**src/rtl/return_stack.sv**
```systemverilog
// Return-address LIFO for subroutine call/return.
// The top entry is presented combinationally so the PC can load it on the popping edge.
module return_stack #(
  parameter int unsigned WIDTH = 10,
  parameter int unsigned DEPTH = 8
) (
  input  logic                       clk,
  input  logic                       reset,
  input  logic                       push,
  input  logic                       pop,
  input  logic                       clr,
  input  logic [WIDTH-1:0]           d,
  output logic [WIDTH-1:0]           q,
  output logic                       empty,
  output logic                       full,
  output logic [$clog2(DEPTH+1)-1:0] count,
  output logic                       overflow,
  output logic                       underflow
);

  localparam int unsigned SpW   = $clog2(DEPTH + 1);
  localparam int unsigned AddrW = $clog2(DEPTH);

  logic [WIDTH-1:0] mem_q [DEPTH];
  logic [SpW-1:0]   sp_q, sp_d;
  logic             overflow_q, overflow_d;
  logic             underflow_q, underflow_d;

  logic [SpW-1:0]   sp_m1;
  logic [AddrW-1:0] top_addr;
  logic [AddrW-1:0] waddr;
  logic             we;
  logic             is_empty;
  logic             is_full;

  assign is_empty = (sp_q == '0);
  assign is_full  = (sp_q == SpW'(DEPTH));
  assign sp_m1    = sp_q - SpW'(1);
  assign top_addr = sp_m1[AddrW-1:0];

  always_comb begin
    sp_d        = sp_q;
    overflow_d  = overflow_q;
    underflow_d = underflow_q;
    we          = 1'b0;
    waddr       = '0;
    if (clr) begin
      sp_d        = '0;
      overflow_d  = 1'b0;
      underflow_d = 1'b0;
    end else if (push && pop) begin
      // Tail call replaces the top; on empty the pop is illegal but the push still lands.
      we = 1'b1;
      if (is_empty) begin
        underflow_d = 1'b1;
        waddr       = '0;
        sp_d        = SpW'(1);
      end else begin
        waddr = top_addr;
      end
    end else if (push) begin
      if (is_full) begin
        overflow_d = 1'b1;
      end else begin
        we    = 1'b1;
        waddr = sp_q[AddrW-1:0];
        sp_d  = sp_q + SpW'(1);
      end
    end else if (pop) begin
      if (is_empty) begin
        underflow_d = 1'b1;
      end else begin
        sp_d = sp_m1;
      end
    end
  end

  always_ff @(posedge clk or posedge reset) begin
    if (reset) begin
      sp_q        <= '0;
      overflow_q  <= 1'b0;
      underflow_q <= 1'b0;
    end else begin
      sp_q        <= sp_d;
      overflow_q  <= overflow_d;
      underflow_q <= underflow_d;
    end
  end

  // Entry array is deliberately left unreset.
  always_ff @(posedge clk) begin
    if (we) begin
      mem_q[waddr] <= d;
    end
  end

  assign q         = is_empty ? '0 : mem_q[top_addr];
  assign empty     = is_empty;
  assign full      = is_full;
  assign count     = sp_q;
  assign overflow  = overflow_q;
  assign underflow = underflow_q;

endmodule

```
**config.mk**
```make
export PLATFORM = sky130hd
export DESIGN_NAME = return_stack
export DESIGN_NICKNAME = d
export VERILOG_FILES = /design/src/rtl/return_stack.sv
export SDC_FILE = /design/constraint.sdc
export NUM_CORES = 1
export LEC_CHECK = 0
export CAP_MARGIN = 25
export CORE_MARGIN = 2
export CORE_UTILIZATION = 40
export DETAILED_ROUTE_END_ITERATION = 6
export PLACE_DENSITY = 0.72
export SETUP_SLACK_MARGIN = 0.5
export SLEW_MARGIN = 20
export SYNTH_ARGS = -nofsm -noshare
export SYNTH_HDL_FRONTEND = slang
export SYNTH_SLANG_ARGS = --single-unit
```
**constraint.sdc**
```tcl
create_clock -name clk -period 3.25 [get_ports clk]
set_clock_uncertainty 0.15 [all_clocks]
set_input_delay 0.65 -clock clk [delete_from_list [all_inputs] [get_ports clk]]
set_output_delay 0.65 -clock clk [all_outputs]
set_load 0.03 [all_outputs]
```
==> out/metrics.csv, run 1 <==
metric;value;unit
die_x;99.5;um
worstSetupStartpointType;flip-flop;
tightest_slew;0.623;ns
path_clk_slew;0.09;ns
floorplan.rows;34;
drc_errors;0;
hold_buffers;0;
drv_cap;0;
grt.total_usage;16.9;%
pre_cts_ws;0.270;ns
critPathCaptureType;output port;
die_area;9910;sq um
r2r-end;mem_q[1][9];
maxSlewViolCount;0;
synth_top_cell_by_area;edfxtp_1;
crit_type;reg2out;
fin_crit_sh;85.2;%
yosys_register_bits;86;
worstPathCellList;inv_4 > ha_4 > clkbuf_16 > mux4_2 > o21ai_2 > nand2_2 > buf_4;
synth_top_cell_area_share;65.8;%
critPathLaunch;count[0];
area.growth.synth_to_final;25.6;%
postSynthAreaPerCell;16.4;sq um
critical_path.n_buffers_inverters;3;
initial_utilization;41.5;%
crit_family;flip-flops;
cts_max_level;3;
nets;280;
crit_fanout;6;
relSlewSlack;58.4;%
antenna_found_initial;0;
rsz0062_at_grt;true;
tns;0;ns
ys_seq_area_share;69.9;%
synthTopCellsByArea;edfxtp_1, mux4_2, dfrtp_1, o21ai_0, nand2_1;
final_antenna_net_count;0;
numCtsBuffers;9;
cts_tree;built;
cp_slowest_cell;dfrtp_2;
synth_edf_count;80;
drive_above_1_share;40.1;%
via_per_inst;5.66;
hold_class;reg2reg;
dr.first_iter.drc_count;258;
globalplace.congestion;0.862;
worst_slack;0.481;ns
overflow;0;
p_leak;0.00151;uW
finalSetupViolCount;0;
core_region_area;8810;sq um
clk_latency;0.36;ns
portBuffers;32;
first_pass_iters;4;
period_needed;2.77;ns
nFillCells;684;
routed_wl;7850;um
crit_arrival;1.97;ns
syn-num-nets;240;
synth_cell_type_count;39;
synthFlopType;edfxtp_1;
die_height;99.5;um
synth_warnings;0;
p_total;2970;uW
antenna_cells;0;
grt_max_degree;29;
synth_area;3650;sq um
cp_num_cells;7;
cpPeakStageDelay;0.42;ns
r2r_cells;6;
min_path_cells;2;
clockBufferDepth;2;
reg2reg_slack;0.77;ns
wire_per_inst;20.9;um
r2r-start;count[1];
vias;2124;
outcome;finished, final reports clean;
vdd_ir_drop_max;0.393;mV
grt_pass1_wl;12200;um
required;2.45;ns
root_buffer;clkbuf_8;
max_freq;0.361;GHz
grt_pass1_vias;2153;
syn_inst;222;
io_pins;33;
postSynth.asyncResetShare;6.98;%
crit_path_end;q[5];
p_per_area;647;nW/um^2
dp_hpwl;4940;um
hold_viol;0;
cts_sinks;86;
-- cells in the final DEF (no fill, tap or decap), types with 5 or more instances in the layout --
cell,count
buf_4,10
a21oi_1,6
edfxtp_1,80
buf_6,5
clkbuf_8,9
clkdlybuf4s50_1,20
o21ai_0,9
mux4_2,20
o21ai_2,15
nand2_2,11
nor2_4,9
-- cell usage after synthesis, types with 5 or more instances --
master    count
inv_1         6
clkbuf_1      5
o21ai_0      27
a21oi_1       6
edfxtp_1     80
buf_2         6
nand2_1      13
mux4_2       20
dfrtp_1       6
nor2_1       12
-- registers in the layout, summed over array words and instances, names as in the netlist --
| name | flops |
|---|---|
| overflow | 1 |
| count | 4 |
| mem_q | 80 |
| underflow | 1 |
-- routing by layer --
metal	track usage, %	share of wire [%]	vias to the layer above
met5	0	0	-
li1	-	-	963
met2	24.8	47	74
met3	3.37	6.4	10
met4	7.38	1.7	0
met1	24.5	45	1077
-- logic make-up after synthesis --
kind of cell | synth area share [%]
AO/OA/AOI/OAI | 7.20
AND/OR/NAND/NOR | 6.82
adder cells (fa/ha/maj) | 1.03
multiplexers | 12.6
buffers and inverters | 2.19
XOR/XNOR | 0.240
flip-flops | 69.9
-- repair_timing --
action,4_1_cts,5_1_grt
setup buffers,0,2
cloned,2,1
setup endpoints to repair,13,11
pin swaps,1,4
resized for setup,41,23
-- report_power, final --
group / switching [uW] / internal [uW] / total (uW)
sequential: 29.4 / 1250 / 1280
clock: 400 / 366 / 766
combinational: 508 / 416 / 924
total: 937 / 2030 / 2970
-- metrics by stage --
stage | hold WS [ns] | cell area (sq um) | util [%] | instances
floorplan | 0.291 | 3770 | - | 222
global placement | 0.326 | 4150 | 47.1 | 354
detailed placement | 0.339 | 4150 | 47.1 | 354
CTS | 0.352 | 4500 | 51.1 | 372
global route | 0.380 | 4580 | 52.1 | 375
finish | 0.351 | 4580 | 52.1 | 375
-- worst min-delay path, delay by kind of cell, from the launching register on --
kind             cells  cell delay [ns]
flip-flops           1             0.35
AO/OA/AOI/OAI        1             0.04
AND/OR/NAND/NOR      1             0.07
-- cell type report --
cell class              count  area, sq um  share of cell area (%)
clock buffers               9          124                    2.70
multi-input cells         118         1230                    26.7
clock inverters             7         81.3                    1.77
inverters                   6         25.0                   0.546
flip-flops and latches     86         2550                    55.7
well taps                 108          135                    2.95
repair buffers             41          438                    9.55
-- how the worst min path moves through the flow --
stage                    from   endpoint
floorplan               reset   count[1]
global placement    underflow  underflow
detailed placement  underflow  underflow
CTS                     reset  underflow
global route            reset  underflow
finish              underflow  underflow
Note: power is estimated with default switching activity, not from simulation.
==> inputs of run 2 (changes only) <==
--- a/config.mk
+++ b/config.mk
@@ -6,7 +6,6 @@
 export NUM_CORES = 1
 export LEC_CHECK = 0
 export CAP_MARGIN = 25
-export CORE_MARGIN = 2
 export CORE_UTILIZATION = 40
 export DETAILED_ROUTE_END_ITERATION = 6
 export PLACE_DENSITY = 0.72
==> out/metrics.csv, run 2 (same netlist as run 1, synthesis figures left out) <==
metric;value;unit
initial_utilization;41.7;%
finalSetupViolCount;0;
pre_cts_ws;0.217;ns
layout_commonest_cell;edfxtp_1;
area.growth.synth_to_final;26.0;%
core_region_area;8760;sq um
vdd_ir_drop_max;0.218;mV
via_per_inst;5.64;
dr.first_iter.drc_count;90;
cts_max_level;3;
crit_arrival;1.99;ns
crit_type;reg2out;
drive_above_1_share;40.2;%
fin_crit_sh;85.9;%
portBuffers;32;
vias;2109;
final_antenna_net_count;0;
io_pins;33;
nets;279;
floorplan.rows;34;
met1_length;3710;um
largest-register;mem_q;
path_clk_slew;0.09;ns
die_area;9510;sq um
outcome;finished, final reports clean;
routed_wl;7890;um
globalplace.congestion;0.805;
multi_input_area;1230;sq um
layout_common_cells;edfxtp_1, mux4_2, clkdlybuf4s50_1;
hold_class;reg2reg;
period_needed;2.79;ns
met2_length;3780;um
overflow;0;
crit_fanout;6;
required;2.45;ns
worst_slack;0.459;ns
drc_errors;0;
seq_area;2560;sq um
antenna_found_initial;0;
p_total;2930;uW
grt_pass1_vias;2126;
tightest_slew;0.613;ns
cts_tree;built;
grt.total_usage;17.4;%
dp_hpwl;5000;um
p_leak;0.00149;uW
cts_sinks;86;
worstSetupStartpointType;flip-flop;
max_freq;0.358;GHz
p_per_area;636;nW/um^2
root_buffer;clkbuf_8;
drv_cap;0;
highest_layer;met4;
antenna_cells;0;
die_x;97.5;um
clockBufferDepth;2;
critPathCaptureType;output port;
relSlewSlack;59.1;%
die_height;97.5;um
hold_buffers;0;
first_pass_iters;4;
hold_viol;0;
met3WireLength;338;um
grt_pass1_wl;12200;um
numCtsBuffers;9;
nFillCells;704;
maxSlewViolCount;0;
wire_per_inst;21.1;um
clk_latency;0.35;ns
largest_reg_flops;80;
tns;0;ns
grt_max_degree;29;
rsz0062_at_grt;true;
-- run 2: changes by cell type in the layout (fill, tap and decap cells not counted), sizes merged --
cell	delta
clkinvlp	+1
clkdlybuf4s15	+1
nor2	-1
inv	+1
bufinv	-1
clkinv	-1
clkbuf	-1
-- run 2: per-layer routing --
metal | vias to the layer above | GRT usage [%]
met3 | 5 | 4.39
met4 | 0 | 4.41
met2 | 40 | 26.2
met1 | 1105 | 25.4
met5 | - | 0
li1 | 959 | -
-- run 2: metrics by stage --
step	hold WS, ns	util [%]	cell area (sq um)	cells
floorplan	0.291	-	3770	222
global route	0.403	52.5	4600	374
detailed placement	0.338	47.3	4140	353
CTS	0.359	50.7	4450	371
finish	0.352	52.5	4600	374
global placement	0.328	47.3	4140	353
-- run 2: cell type report --
type / instances / area share (%)
repair buffers: 41 / 10.3
flip-flops and latches: 86 / 55.6
inverters: 6 / 0.544
well taps: 108 / 2.94
multi-input cells: 117 / 26.7
clock inverters: 7 / 1.20
clock buffers: 9 / 2.69
-- run 2: path summary, 6_finish.rpt --
check | from | endpoint | slack, ns | depth (start not counted)
max | count[0] | q[2] | 0.46 | 7
min | underflow | underflow | 0.35 | 2
max in group asynchronous | reset | count[2] | 2.31 | 2
min in group asynchronous | reset | underflow | 0.39 | 2
max reg2reg | count[0] | mem_q[1][3] | 0.76 | 6
min reg2reg | underflow | underflow | 0.35 | 2
-- run 2: critical path, stage by stage, from the launching register on --
cell and delay (ns):
dfrtp_2 0.42, inv_4 0.06, ha_4 0.34, clkbuf_16 0.17, mux4_2 0.32, o21ai_2 0.10
nand2_2 0.08, buf_6 0.14
-- run 2: timing repair --
| action | 4_1_cts | 5_1_grt |
|---|---|---|
| buffers inserted | 1 | 2 |
| setup endpoints to repair | 29 | 30 |
| cloned | 1 | 1 |
| resized for setup | 39 | 35 |
| pin swaps | 0 | 12 |
-- run 2: power by group --
| part | internal (uW) | total (uW) | switching (uW) |
|---|---|---|---|
| sequential | 1250 | 1280 | 27.6 |
| clock | 286 | 680 | 394 |
| combinational | 447 | 971 | 523 |
| total | 1980 | 2930 | 945 |
